## src/rtl/mips_pkg.sv

```systemverilog
// mips_pkg: definitions shared by the pipeline hazard controller.
//   FWD_RF / FWD_WB / FWD_MEM : EX-stage operand forward selects.
//   memState_t                : data-memory wait FSM state encoding.
//   regMatch / fwdSel         : register-dependency helpers.
package mips_pkg;

  localparam logic [1:0] FWD_RF  = 2'b00;
  localparam logic [1:0] FWD_WB  = 2'b01;
  localparam logic [1:0] FWD_MEM = 2'b10;

  typedef enum logic [1:0] {
    IDLE  = 2'b00,
    WAIT  = 2'b01,
    ERROR = 2'b10
  } memState_t;

  // True when a later stage writes the register a source operand reads.
  // Register 0 is hard-wired to zero, so it never produces a dependency.
  function automatic logic regMatch(input logic [4:0] src, input logic wen,
                                    input logic [4:0] dst);
    return (src != 5'd0) && wen && (dst == src);
  endfunction

  // EX operand select; the MEM-stage result is younger, so it takes precedence.
  function automatic logic [1:0] fwdSel(input logic [4:0] src,
                                        input logic rwM, input logic [4:0] wrM,
                                        input logic rwW, input logic [4:0] wrW);
    logic [1:0] sel;
    if (regMatch(src, rwM, wrM)) begin
      sel = FWD_MEM;
    end else if (regMatch(src, rwW, wrW)) begin
      sel = FWD_WB;
    end else begin
      sel = FWD_RF;
    end
    return sel;
  endfunction

endpackage

```

## src/rtl/mem_wait_fsm.sv

```systemverilog
// mem_wait_fsm: tracks an outstanding data-memory access and freezes the
// pipeline while the memory holds off mem_ready; a watchdog moves to a
// sticky ERROR state after MEM_TIMEOUT WAIT cycles.
// Ports:
//   clk, reset  : clock, asynchronous active-high reset
//   MemReqM     : MEM-stage instruction accesses memory
//   mem_ready   : memory completes the access this cycle
//   mem_req     : request to data memory (combinational)
//   memStall    : freeze whole pipeline (combinational)
//   mem_err     : sticky timeout flag (registered)
module mem_wait_fsm
  import mips_pkg::*;
#(
  parameter int MEM_TIMEOUT = 15
) (
  input  logic clk,
  input  logic reset,
  input  logic MemReqM,
  input  logic mem_ready,
  output logic mem_req,
  output logic memStall,
  output logic mem_err
);

  localparam int CNT_W = (MEM_TIMEOUT > 1) ? $clog2(MEM_TIMEOUT) : 1;
  localparam logic [CNT_W-1:0] LAST_WAIT = CNT_W'(MEM_TIMEOUT - 1);

  memState_t        state;
  logic [CNT_W-1:0] waitCnt;

  // State register, watchdog counter and sticky error flag.
  always_ff @(posedge clk or posedge reset) begin
    if (reset) begin
      state   <= IDLE;
      waitCnt <= {CNT_W{1'b0}};
      mem_err <= 1'b0;
    end else begin
      case (state)
        IDLE: begin
          if (MemReqM && !mem_ready) begin
            state   <= WAIT;
            waitCnt <= {CNT_W{1'b0}};
          end
        end
        WAIT: begin
          // A completion in the last allowed cycle beats the timeout.
          if (mem_ready) begin
            state <= IDLE;
          end else if (waitCnt == LAST_WAIT) begin
            state   <= ERROR;
            mem_err <= 1'b1;
          end else begin
            waitCnt <= waitCnt + CNT_W'(1);
          end
        end
        ERROR: begin
          mem_err <= 1'b1;
        end
        default: begin
          // Corrupted encoding: fail safe into the error state.
          state   <= ERROR;
          mem_err <= 1'b1;
        end
      endcase
    end
  end

  // Memory request and pipeline-freeze decode from state and handshake.
  always_comb begin
    mem_req  = 1'b0;
    memStall = 1'b0;
    case (state)
      IDLE: begin
        mem_req  = MemReqM;
        memStall = MemReqM && !mem_ready;
      end
      WAIT: begin
        mem_req  = 1'b1;
        memStall = !mem_ready;
      end
      ERROR: begin
        mem_req  = 1'b0;
        memStall = 1'b1;
      end
      default: begin
        mem_req  = 1'b0;
        memStall = 1'b1;
      end
    endcase
  end

endmodule

```

## src/rtl/hazard_ctrl.sv

```systemverilog
// hazard_ctrl: hazard and sequencing controller for the five-stage MIPS core.
// Ports:
//   clk, reset                  : clock, asynchronous active-high reset
//   RsD, RtD, RsE, RtE          : ID / EX source registers
//   WriteRegE/M/W, RegWriteE/M/W: destination registers and write enables
//   MemtoRegE/M, BranchD        : load-in-stage flags, ID branch flag
//   MemReqM, mem_ready          : MEM-stage access and memory completion
//   mem_req                     : request to data memory
//   stallF/D/E/M, FlushE/W      : pipeline register hold / bubble controls
//   ForwardAD/BD, ForwardAE/BE  : ID comparator and EX operand forwarding
//   mem_err                     : sticky memory timeout flag
//   stall_cnt, flush_cnt        : saturating debug event counters
module hazard_ctrl
  import mips_pkg::*;
#(
  parameter int MEM_TIMEOUT = 15,
  parameter int COUNT_W     = 16
) (
  input  logic               clk,
  input  logic               reset,
  input  logic [4:0]         RsD,
  input  logic [4:0]         RtD,
  input  logic [4:0]         RsE,
  input  logic [4:0]         RtE,
  input  logic [4:0]         WriteRegE,
  input  logic [4:0]         WriteRegM,
  input  logic [4:0]         WriteRegW,
  input  logic               RegWriteE,
  input  logic               RegWriteM,
  input  logic               RegWriteW,
  input  logic               MemtoRegE,
  input  logic               MemtoRegM,
  input  logic               BranchD,
  input  logic               MemReqM,
  input  logic               mem_ready,
  output logic               mem_req,
  output logic               stallF,
  output logic               stallD,
  output logic               stallE,
  output logic               stallM,
  output logic               FlushE,
  output logic               FlushW,
  output logic               ForwardAD,
  output logic               ForwardBD,
  output logic [1:0]         ForwardAE,
  output logic [1:0]         ForwardBE,
  output logic               mem_err,
  output logic [COUNT_W-1:0] stall_cnt,
  output logic [COUNT_W-1:0] flush_cnt
);

  localparam logic [COUNT_W-1:0] CNT_MAX = {COUNT_W{1'b1}};

  logic memStall;
  logic lwStall;
  logic brStall;

  mem_wait_fsm #(
    .MEM_TIMEOUT(MEM_TIMEOUT)
  ) u_memWait (
    .clk      (clk),
    .reset    (reset),
    .MemReqM  (MemReqM),
    .mem_ready(mem_ready),
    .mem_req  (mem_req),
    .memStall (memStall),
    .mem_err  (mem_err)
  );

  // Operand forwarding for the EX ALU inputs and the ID branch comparator.
  always_comb begin
    ForwardAE = fwdSel(RsE, RegWriteM, WriteRegM, RegWriteW, WriteRegW);
    ForwardBE = fwdSel(RtE, RegWriteM, WriteRegM, RegWriteW, WriteRegW);
    ForwardAD = regMatch(RsD, RegWriteM, WriteRegM);
    ForwardBD = regMatch(RtD, RegWriteM, WriteRegM);
  end

  // Load-use and branch-compare dependency detection.
  always_comb begin
    lwStall = MemtoRegE && (RtE != 5'd0) && ((RtE == RsD) || (RtE == RtD));
    // Branch operands resolve in ID, so an ALU result still in EX or a load
    // still in MEM cannot be forwarded in time.
    brStall = BranchD &&
              (regMatch(RsD, RegWriteE, WriteRegE) ||
               regMatch(RtD, RegWriteE, WriteRegE) ||
               regMatch(RsD, MemtoRegM, WriteRegM) ||
               regMatch(RtD, MemtoRegM, WriteRegM));
  end

  // Stall/flush priority: a memory freeze holds everything, so the EX
  // bubble is withheld until the freeze releases.
  always_comb begin
    stallF = 1'b0;
    stallD = 1'b0;
    stallE = 1'b0;
    stallM = 1'b0;
    FlushE = 1'b0;
    FlushW = 1'b0;
    if (memStall) begin
      stallF = 1'b1;
      stallD = 1'b1;
      stallE = 1'b1;
      stallM = 1'b1;
      FlushW = 1'b1;
    end else if (lwStall || brStall) begin
      stallF = 1'b1;
      stallD = 1'b1;
      FlushE = 1'b1;
    end else begin
      stallF = 1'b0;
      FlushE = 1'b0;
    end
  end

  // Saturating debug counters of stall and EX-flush cycles.
  always_ff @(posedge clk or posedge reset) begin
    if (reset) begin
      stall_cnt <= {COUNT_W{1'b0}};
      flush_cnt <= {COUNT_W{1'b0}};
    end else begin
      if (stallF && (stall_cnt != CNT_MAX)) begin
        stall_cnt <= stall_cnt + COUNT_W'(1);
      end
      if (FlushE && (flush_cnt != CNT_MAX)) begin
        flush_cnt <= flush_cnt + COUNT_W'(1);
      end
    end
  end

endmodule
```

## config.mk

```make
export PLATFORM = sky130hd
export DESIGN_NAME = hazard_ctrl
export DESIGN_NICKNAME = d
export VERILOG_FILES = /design/src/rtl/mips_pkg.sv /design/src/rtl/mem_wait_fsm.sv /design/src/rtl/hazard_ctrl.sv
export SDC_FILE = /design/constraint.sdc
export NUM_CORES = 1
export LEC_CHECK = 0
export CAP_MARGIN = 20
export CORE_MARGIN = 2
export CORE_UTILIZATION = 55
export CTS_CLUSTER_DIAMETER = 120
export DETAILED_ROUTE_END_ITERATION = 7
export DONT_BUFFER_PORTS = 1
export GPL_TIMING_DRIVEN = 0
export HOLD_SLACK_MARGIN = 0.05
export PLACE_DENSITY_LB_ADDON = 0.05
export SLEW_MARGIN = 40
export SYNTH_ARGS = -nofsm -noshare
export SYNTH_HDL_FRONTEND = slang
export SYNTH_SLANG_ARGS = --single-unit
```

## constraint.sdc

```tcl
create_clock -name clk -period 2 [get_ports clk]
set_input_delay 0.1 -clock clk [delete_from_list [all_inputs] [get_ports clk]]
set_output_delay 0.1 -clock clk [all_outputs]
set_load 0.02 [all_outputs]
```

==> impl_metrics.ini, run 1 <==
[logic_synthesis]
yosysTopAreaCellShare_pct = 37.3
synth_flop_cell = dfrtp_1
synth_top_family_by_area = XOR/XNOR gates
yosysWarnings = 0
synth-edff-count = 0
synthAdderAreaFrac_pct = 1.91
synth_compound_area_share_pct = 2.01
ys_ff_latch = 39
ys_seq_area_share_pct = 37.3
synthArstFlopShare_pct = 100
synth-simple-area-share_pct = 25.8
synthTopCellsByArea = dfrtp_1, xnor2_1, xor2_1
synthXorXnorAreaFrac_pct = 26.8
synth_cell_types = 36
syn_nets = 325
netlist_instances = 276
synthMuxAreaShare_pct = 2.01
syn_area_um2 = 2620
syn_area_per_cell_um2 = 9.49
yosys.area.top_type = dfrtp_1

[routing]
wl_um = 5720
drc_errors = 0
dr.pass1.iters = 4
ant_nets = 0
wl_met1_um = 2420
post_drt_wl_per_cell_um = 16.2
viasPerCell = 5.79
num_vias = 2045
wl_met3_um = 406
first_iter_violations = 80
top_layer = met4
wl_met2_um = 2800

[sta]
period_needed_ns = 1.94
grt_setup_unrepaired = yes
worst_pin_slew_ns = 0.680
slew_headroom_pct = 54.3
hold_viol_final = 0
tns_ns = 0
final.setup_skew_ns = 0.00891
setup_viol = 0
finalCritPeriodShare_pct = 97.1
finalMaxSlewViolations = 0
max_freq_mhz = 515

[floorplan]
io_pins = 91
dieArea_um2 = 5330
initial_core_util_pct = 56.2
die_x_um = 73
std_cell_rows = 25
core_area_um2 = 4660
dieHeight_um = 73

[finish]
final_cell_mix = xnor2_1, xor2_1, dfrtp_1, nand3_1, buf_4
final_nets = 347
final_common_cell = xnor2_1
syn2layout_area_growth_pct = 20.1
n_fill_cell = 385
final_area_um2 = 3150
drive_gt1_share_pct = 28.8
diodes = 0

[power]
irDropWorstVdd_mv = 0.477
p_leak_nw = 1.25
p_per_area_nw_per_um2 = 778

[setup_path]
crit_top_cell = and3_4
cp_max_fo = 5
cp-end-kind = flop
worstPathRequired_ns = 2.17
worst-setup-path-type = flop to flop
slowest_stage = dfrtp_2
reg2reg_setup_slack_ns = 0.06
critPathArrivalTime_ns = 2.11
cp-start-kind = flop
crit_path_max_incr_delay_ns = 0.47
cp_cell_sequence = and3_4, and3_4, nand3_4, or3_4, nand2_4, mux2_1

[global_route]
grt_usage_pct = 22.3
grt_antenna_before_repair = 0
grt_overflow = 0
grt_first_pass_wirelength_um = 9360
grt_max_degree = 24
grt_pass1_vias = 2041

[placed_design]
io_buffers = 0
place_area_um2 = 2760
hpwl_um = 4180
gp_congestion = 0.782

[clock_tree]
clockBufferDepth = 2
clk_pin_slew_ns = 0.08
numClockSinks = 39
cts_root_buffer = clkbuf_8
cts_made_buffers = 5
cts_tree = yes
insertion_delay_ns = 0.29
cts_max_level = 2

[job]
cap_viol_max_count = 0

[status]
status = completed

[min_path]
min_path_type = input port to flop
[layout make-up]
type	instances	area, um2	share of cell area (%)
Buffer	13	96.3	3.06
Clock buffer	5	68.8	2.19
Clock inverter	3	43.8	1.39
Sequential cell	39	995	31.6
Tap cell	54	67.6	2.15
Timing Repair Buffer	17	156	4.97
Inverter	6	26.3	0.835
Multi-Input combinational cell	216	1690	53.8
[logic make-up after synthesis]
family,Yosys count
adder cells (fa/ha/maj),4
multiplexers,4
XOR/XNOR,80
AND/OR/NAND/NOR,120
flip-flops,39
buffers and inverters,21
AO/OA/AOI/OAI,8
[path summary, 6_finish.rpt]
kind,startpoint,to,cells after the start
worst max-delay path,flush_cnt[6],flush_cnt[1],6
worst min-delay path,MemReqM,u_memWait.waitCnt[2],2
worst max register to register,flush_cnt[6],flush_cnt[1],6
worst min register to register,u_memWait.waitCnt[3],u_memWait.waitCnt[3],2
max in group asynchronous,reset,flush_cnt[1],3
min in group asynchronous,reset,stall_cnt[9],2
[routing by layer]
layer,vias to the layer above,track usage (%)
li1,991,-
met1,978,29.1
met2,67,35.2
met3,9,7.04
met4,0,7.00
met5,-,0
[registers in the layout, indices dropped and copies added (netlist names)]
name and cells:
u_memWait.mem_err 1, flush_cnt 16, u_memWait.waitCnt 4, u_memWait.state 2
stall_cnt 16
[power by group]
part / switching (mW) / total, mW / internal, mW
Combinational: 0.259 / 0.528 / 0.268
Sequential: 0.342 / 1.28 / 0.933
Clock: 0.272 / 0.643 / 0.371
Total: 0.874 / 2.45 / 1.57
[synthesized netlist by cell type, types with 2 or more instances]
| master | count |
|---|---|
| dfrtp_1 | 39 |
| xnor2_1 | 49 |
| nor3_1 | 5 |
| nor2_1 | 19 |
| nand3_1 | 26 |
| mux2_4 | 2 |
| inv_1 | 6 |
| buf_2 | 3 |
| ha_1 | 4 |
| or3_1 | 2 |
| nor3_2 | 2 |
| nand2_1 | 14 |
| and3_1 | 12 |
| nand4_1 | 14 |
| and2_1 | 4 |
| nor4b_1 | 3 |
| or4_1 | 4 |
| clkbuf_1 | 6 |
| o21ai_0 | 3 |
| buf_6 | 2 |
| buf_4 | 4 |
| xor2_1 | 31 |
| o21bai_1 | 2 |
| nor4_1 | 7 |
| mux2_1 | 2 |
[critical path: cells and delay by family (launching register included)]
family	cells	cell delay, ns
DFF	1	0.47
muxes	1	0.31
and+or+nand+nor	5	1.05
[stage by stage]
stage	power (mW)	std cells	hold WS, ns	util (%)	setup slack [ns]
2_1_floorplan	1.62	276	0.208	-	0.00123
3_3_place_gp	1.71	330	0.228	58.2	-0.182
3_5_place_dp	1.74	331	-0.0112	59.3	-0.240
4_1_cts	2.42	345	0.0776	64.6	-0.0604
5_1_grt	2.61	353	0.0853	67.5	-0.0198
6_report	2.45	353	0.0799	67.5	0.0589
[repair_timing]
item | in CTS | in global routing
hold buffers | 2 | 0
setup endpoints to repair | 29 | 30
gates resized for setup | 22 | 24
setup buffers | 5 | 9
pin swaps | 4 | 10
hold endpoints to repair | 45 | 0
gates cloned | 0 | 0
No activity file was read; power rests on OpenSTA's default activity.
==> run 2, diff against run 1 <==
--- a/config.mk
+++ b/config.mk
@@ -5,7 +5,8 @@
 export SDC_FILE = /design/constraint.sdc
 export NUM_CORES = 1
 export LEC_CHECK = 0
-export CAP_MARGIN = 20
+export ABC_AREA = 1
+export CAP_MARGIN = 5
 export CORE_MARGIN = 2
 export CORE_UTILIZATION = 55
 export CTS_CLUSTER_DIAMETER = 120
==> run 2 against run 1 <==
Effect of this change: largest power group unchanged; setup slack got worse by 0.073 ns; flip-flop and latch count unchanged; the flow now finishes with violations (negative setup slack); highest routed layer unchanged; first-iteration DRC count is 73% higher; cell count up 66%.
==> impl_metrics.ini, run 2 <==
[logic_synthesis]
synth_flop_cell = dfrtp_1
synth_commonest_cells = nand2_1, inv_1, nor2_1
syn_area_per_cell_um2 = 6.74
synth-simple-area-share_pct = 43.4
netlist_instances = 486
ys_seq_area_share_pct = 29.8
yosys.area.top_type = dfrtp_1
synthArstFlopShare_pct = 100
synth-edff-count = 0
syn_nets = 535
synth_top_family_by_area = simple AND/OR/NAND/NOR gates
synth_compound_area_share_pct = 5.19
synthTopCellsByArea = dfrtp_1, nand2_1, inv_1
synthMuxAreaShare_pct = 0
synthAdderAreaFrac_pct = 1.53
ys_ff_latch = 39
synth_most_common_cell = nand2_1
synthXorXnorAreaFrac_pct = 9.89
synth_cell_types = 37
yosysTopAreaCellShare_pct = 29.8
yosysWarnings = 0
syn_area_um2 = 3280

[power]
p_int_mw = 1.50
irDropWorstVdd_mv = 0.556
power_mw = 2.37
p_leak_nw = 1.87
seqPwrFrac_pct = 47.8
power_frac_comb_pct = 24.2
p_sw_uw = 868
p_sw_share_pct = 36.7
p_per_area_nw_per_um2 = 628
clockPowerShare_pct = 28.0

[clock_tree]
insertion_delay_ns = 0.29
clk_pin_slew_ns = 0.08
cts_max_level = 2
cts_tree = yes
cts_made_buffers = 5
clockBufferDepth = 2
cts_root_buffer = clkbuf_8
numClockSinks = 39

[routing]
wl_um = 8400
drc_errors = 0
dr.pass1.iters = 4
num_vias = 3233
post_drt_wl_per_cell_um = 14.4
viasPerCell = 5.53
first_iter_violations = 138
ant_nets = 0

[status]
violations = negative setup slack
status = finished with violations

[sta]
final.setup_skew_ns = 0.00999
hold_viol_final = 0
finalCritPeriodShare_pct = 101
slew_headroom_pct = 52.1
max_freq_mhz = 496
grt_setup_unrepaired = yes
tns_ns = -0.0145
period_needed_ns = 2.01
setup_viol = 1
setup_ws_ns = -0.0145
finalMaxSlewViolations = 0
worst_pin_slew_ns = 0.713

[global_route]
grt_max_degree = 25
grt_pass1_vias = 3092
grt_overflow = 0
grt_usage_pct = 25.2
grt_antenna_before_repair = 0
grt_first_pass_wirelength_um = 13300

[placed_design]
io_buffers = 0
hpwl_um = 6340
gp_congestion = 0.937
dp_cells = 562

[setup_path]
cp_max_fo = 8
cp-start-kind = flop
worstReg2RegStart = flush_cnt[1]
reg2regPathDepth = 10
worst-setup-path-type = flop to flop
worstPathRequired_ns = 2.23
crit_top_cell = nand2_1
slowest_stage = dfrtp_2
rr_endpoint = flush_cnt[3]
crit_path_max_incr_delay_ns = 0.52
reg2reg_setup_slack_ns = -0.01
cp_cell_sequence = ha_4, nand3_4, nor3_4, nand2_1, nor2_2, nand4_4, nand3_4, clkbuf_16, nand2_1, nand2_1
cp-end-kind = flop
critPathArrivalTime_ns = 2.24

[finish]
reg.largest.list = flush_cnt x16, stall_cnt x16, u_memWait.waitCnt x4
final_common_cell = nand2_1
syn2layout_area_growth_pct = 15.0
final_nets = 558
finalNonFillerCells = 585
final_cell_mix = nand2_1, inv_1, nor2_1, nand3_1, dfrtp_1
diodes = 0
drive_gt1_share_pct = 14.7

[min_path]
hp-start = mem_ready
min_path_type = input port to flop
worst_hold_path.num_cells = 2
hold_end = u_memWait.state[0]

[floorplan]
dieArea_um2 = 6590
initial_core_util_pct = 56.0
std_cell_rows = 28
core_area_um2 = 5850
die_x_um = 81.2
dieHeight_um = 81.2
io_pins = 91

[job]
cap_viol_max_count = 0
## run 2: changes by cell type after synthesis, moves of 6 or more
cell and delta:
xor2_1 -6, inv_2 +6, a21oi_1 +13, o22ai_1 +8, and3_1 -12, nor3_1 +12
nand2_1 +138, nand4_1 +11, nor2_1 +23, xnor2_1 -37, nand3_1 +8, inv_1 +55
## run 2: layout make-up
class	instances	area, um2
fillers	527	2080
flip-flops and latches	39	986
inverters	67	254
clock buffers	5	68.8
clock inverters	3	43.8
multi-input cells	368	2060
plain buffers	12	88.8
repair buffers	16	175
well taps	75	93.8
## run 2: cells by family (layout without fill, tap and decap cells)
kind of cell               Yosys count  in the layout
buffers and inverters               79            103
xor gates and xnor gates            37             37
AOI/OAI and AO/OA                   29             29
DFF                                 39             39
and+or+nand+nor                    298            298
adders and majority gates            4              4
## run 2: worst max path at each step
stage,startpoint,to,slack [ns],depth (start not counted)
6_report,flush_cnt[1],flush_cnt[3],-0.01,10
3_5_place_dp,flush_cnt[0],flush_cnt[1],-0.15,10
4_1_cts,flush_cnt[0],flush_cnt[1],0.003,10
5_1_grt,flush_cnt[1],flush_cnt[3],-0.15,10
2_1_floorplan,flush_cnt[0],flush_cnt[3],0.13,9
3_3_place_gp,flush_cnt[0],flush_cnt[8],-0.16,9
## run 2: what timing repair did
item / 4_1_cts / 5_1_grt
setup buffers: 0 / 12
setup endpoints to repair: 25 / 29
cloned: 0 / 1
resized for setup: 8 / 18
endpoints found under the hold margin: 24 / 0
pin swaps: 1 / 9
hold buffers: 2 / 0
## run 2: metal layers
| metal | wire, um | track usage [%] | vias up |
|---|---|---|---|
| met5 | 0 | 0 | - |
| met4 | 132 | 7.80 | 0 |
| met3 | 624 | 6.33 | 14 |
| met2 | 4170 | 45.0 | 119 |
| met1 | 3480 | 29.4 | 1487 |
| li1 | - | - | 1613 |
## run 2: per-stage QoR
| step | utilization (%) | area, um2 | hold WS, ns | setup WS (ns) |
|---|---|---|---|---|
| finish | 64.4 | 3770 | 0.127 | -0.0145 |
| global route | 64.4 | 3770 | 0.136 | -0.148 |
| CTS | 60.9 | 3560 | 0.110 | 0.00329 |
| detailed placement | 58.3 | 3410 | 0.0710 | -0.147 |
| global placement | 57.6 | 3370 | 0.306 | -0.161 |
| floorplan | - | 3280 | 0.287 | 0.133 |
## run 2: power groups by stage
stage / clock [mW] / sequential, mW / combinational, mW
4_1_cts: 0.691 / 1.10 / 0.496
6_report: 0.664 / 1.13 / 0.573
3_5_place_dp: 0 / 1.10 / 0.486
5_1_grt: 0.707 / 1.15 / 0.655
3_3_place_gp: 0 / 1.10 / 0.464
2_1_floorplan: 0 / 1.07 / 0.399
## run 2: critical path: cells and delay by family (launching register included)
family / cells / cell delay (ns)
buf+inv: 1 / 0.16
fa+ha+maj: 1 / 0.20
flops: 1 / 0.52
simple gates: 8 / 1.06
==> run 3, diff against run 2 <==
--- a/config.mk
+++ b/config.mk
@@ -7,7 +7,7 @@
 export LEC_CHECK = 0
 export ABC_AREA = 1
 export CAP_MARGIN = 5
-export CORE_MARGIN = 2
+export CORE_MARGIN = 3
 export CORE_UTILIZATION = 55
 export CTS_CLUSTER_DIAMETER = 120
 export DETAILED_ROUTE_END_ITERATION = 7
==> run 3 against run 2 <==
Effect of this change: global-route usage fell by 1.5 points; largest power group unchanged; sequential power barely moved; worst hold slack improved by 0.017 ns; register-to-register slack barely moved; clock skew rose by 0.0020 ns; clock-buffer cell count rose by 1; die area rose by 5.0%; highest routed layer unchanged; fmax rose by 0.20%; the run still ends with negative setup slack left; combinational power rose by 3%; flip-flop and latch count did not move; core utilization rose by 2.0 points; first-iteration DRC count rose by 18%.
==> impl_metrics.ini, run 3 (synthesis results as in run 2) <==
[sta]
setup_viol = 1
max_freq_mhz = 497
final.setup_skew_ns = 0.0119
hold_viol_final = 0
setup_ws_ns = -0.0106
worst_pin_slew_ns = 0.696
period_needed_ns = 2.01
whs_ns = 0.144
finalMaxSlewViolations = 0
grt_setup_unrepaired = yes
slew_headroom_pct = 53.2
finalCritPeriodShare_pct = 101

[status]
status = finished with violations
violations = negative setup slack

[routing]
viasPerCell = 5.51
drc_errors = 0
wl_um = 8740
post_drt_wl_per_cell_um = 14.9
dr.pass1.iters = 5
first_iter_violations = 163
ant_nets = 0
num_vias = 3233

[placed_design]
hpwl_um = 6300
gp_congestion = 1.03
io_buffers = 0
pre_cts_slack_ns = -0.152
place_area_um2 = 3380

[job]
cap_viol_max_count = 0

[setup_path]
reg2regPathDepth = 10
worstPathRequired_ns = 2.22
reg2reg_setup_slack_ns = -0.01
critPathArrivalTime_ns = 2.23
cp-start-kind = flop
worst-setup-path-type = flop to flop
worstReg2RegStart = flush_cnt[1]
cp_max_fo = 7
cp-end-kind = flop
rr_endpoint = flush_cnt[1]

[finish]
final_common_cell = nand2_1
post-route-util_pct = 66.4
diodes = 0
drive_gt1_share_pct = 15.0
n_fill_cell = 500
final_area_um2 = 3750
syn2layout_area_growth_pct = 14.4
ff_latch_area_um2 = 986
final_cell_mix = nand2_1, inv_1, nor2_1, nand3_1, dfrtp_1
final_nets = 563
reg.largest.list = flush_cnt x16, stall_cnt x16, u_memWait.waitCnt x4
multi_input_area_um2 = 2050

[clock_tree]
cts_max_level = 2
insertion_delay_ns = 0.29
cts_tree = yes
cts_root_buffer = clkbuf_8
cts_made_buffers = 5
clockBufferDepth = 2
clk_pin_slew_ns = 0.08
numClockSinks = 39

[min_path]
hold_end = u_memWait.waitCnt[3]
worst_hold_path.num_cells = 4
hp-start = mem_ready
min_path_type = input port to flop

[global_route]
grt_antenna_before_repair = 0
grt_first_pass_wirelength_um = 13800
grt_overflow = 0
grt_max_degree = 40
grt_usage_pct = 23.6
grt_pass1_vias = 3032

[power]
p_per_area_nw_per_um2 = 600
irDropWorstVdd_mv = 0.503
p_leak_nw = 1.87

[floorplan]
die_x_um = 83.2
dieHeight_um = 83.2
io_pins = 91
std_cell_rows = 27
initial_core_util_pct = 58.1
core_area_um2 = 5640
dieArea_um2 = 6920
[run 3: cell count changes in the layout (fill, tap and decap cells not counted), sizes merged]
cell      previous run  this run
clkinv               2         1
clkbuf               8         9
buf                 23        28
bufinv               1         0
clkinvlp             0         1
[run 3: per-layer routing]
layer  routed length [um]  vias up  track usage [%]
li1                     -     1617                -
met1                 3680     1480             30.2
met2                 4240      124             39.4
met3                  694       12             6.55
met4                  125        0             6.24
met5                    0        -                0
[run 3: timing repair]
item / 4_1_cts / 5_1_grt
resized for setup: 8 / 18
buffers inserted: 0 / 18
gates cloned: 0 / 1
hold buffers: 2 / 0
pin swaps: 1 / 11
endpoints found under the hold margin: 40 / 0
setup endpoints to repair: 28 / 28
[run 3: power by group]
group | total, mW | internal (mW) | switching (mW)
Clock | 0.530 | 0.244 | 0.286
Sequential | 1.13 | 0.883 | 0.245
Combinational | 0.589 | 0.247 | 0.342
Total | 2.25 | 1.37 | 0.873
[run 3: final cells by class]
cell class              instances  share of cell area, %
clock inverters                 2                  0.334
inverters                      67                   6.84
plain buffers                  12                   2.37
repair buffers                 21                   5.01
well taps                      72                   2.40
flip-flops and latches         39                   26.3
multi-input cells             368                   54.8
clock buffers                   6                   1.94
[run 3: worst max-delay path, cell delays in order (launching register included)]
cell and delay [ns]:
dfrtp_2 0.51, ha_4 0.20, nand3_4 0.10, nor3_4 0.23, nand2_1 0.09, nor2_2 0.16
nand4_4 0.17, nand3_4 0.18, clkbuf_16 0.16, nand2_1 0.06, nand2_1 0.07
[run 3: how the worst max path moves through the flow]
stage                       startpoint      endpoint  cells after the start
after floorplan           flush_cnt[0]  flush_cnt[3]                      9
after global placement    flush_cnt[0]  flush_cnt[9]                      9
after detailed placement  flush_cnt[0]  flush_cnt[9]                      9
after CTS                 flush_cnt[1]  flush_cnt[9]                      9
after global routing      flush_cnt[0]  flush_cnt[1]                     10
final                     flush_cnt[1]  flush_cnt[1]                     10
[run 3: per-stage QoR]
stage / instances / setup TNS [ns] / power, mW
after floorplan: 486 / 0 / 1.47
after global placement: 558 / -2.39 / 1.57
after detailed placement: 558 / -2.00 / 1.58
after CTS: 568 / 0 / 2.14
after global routing: 587 / -1.98 / 2.38
final: 587 / -0.0106 / 2.25
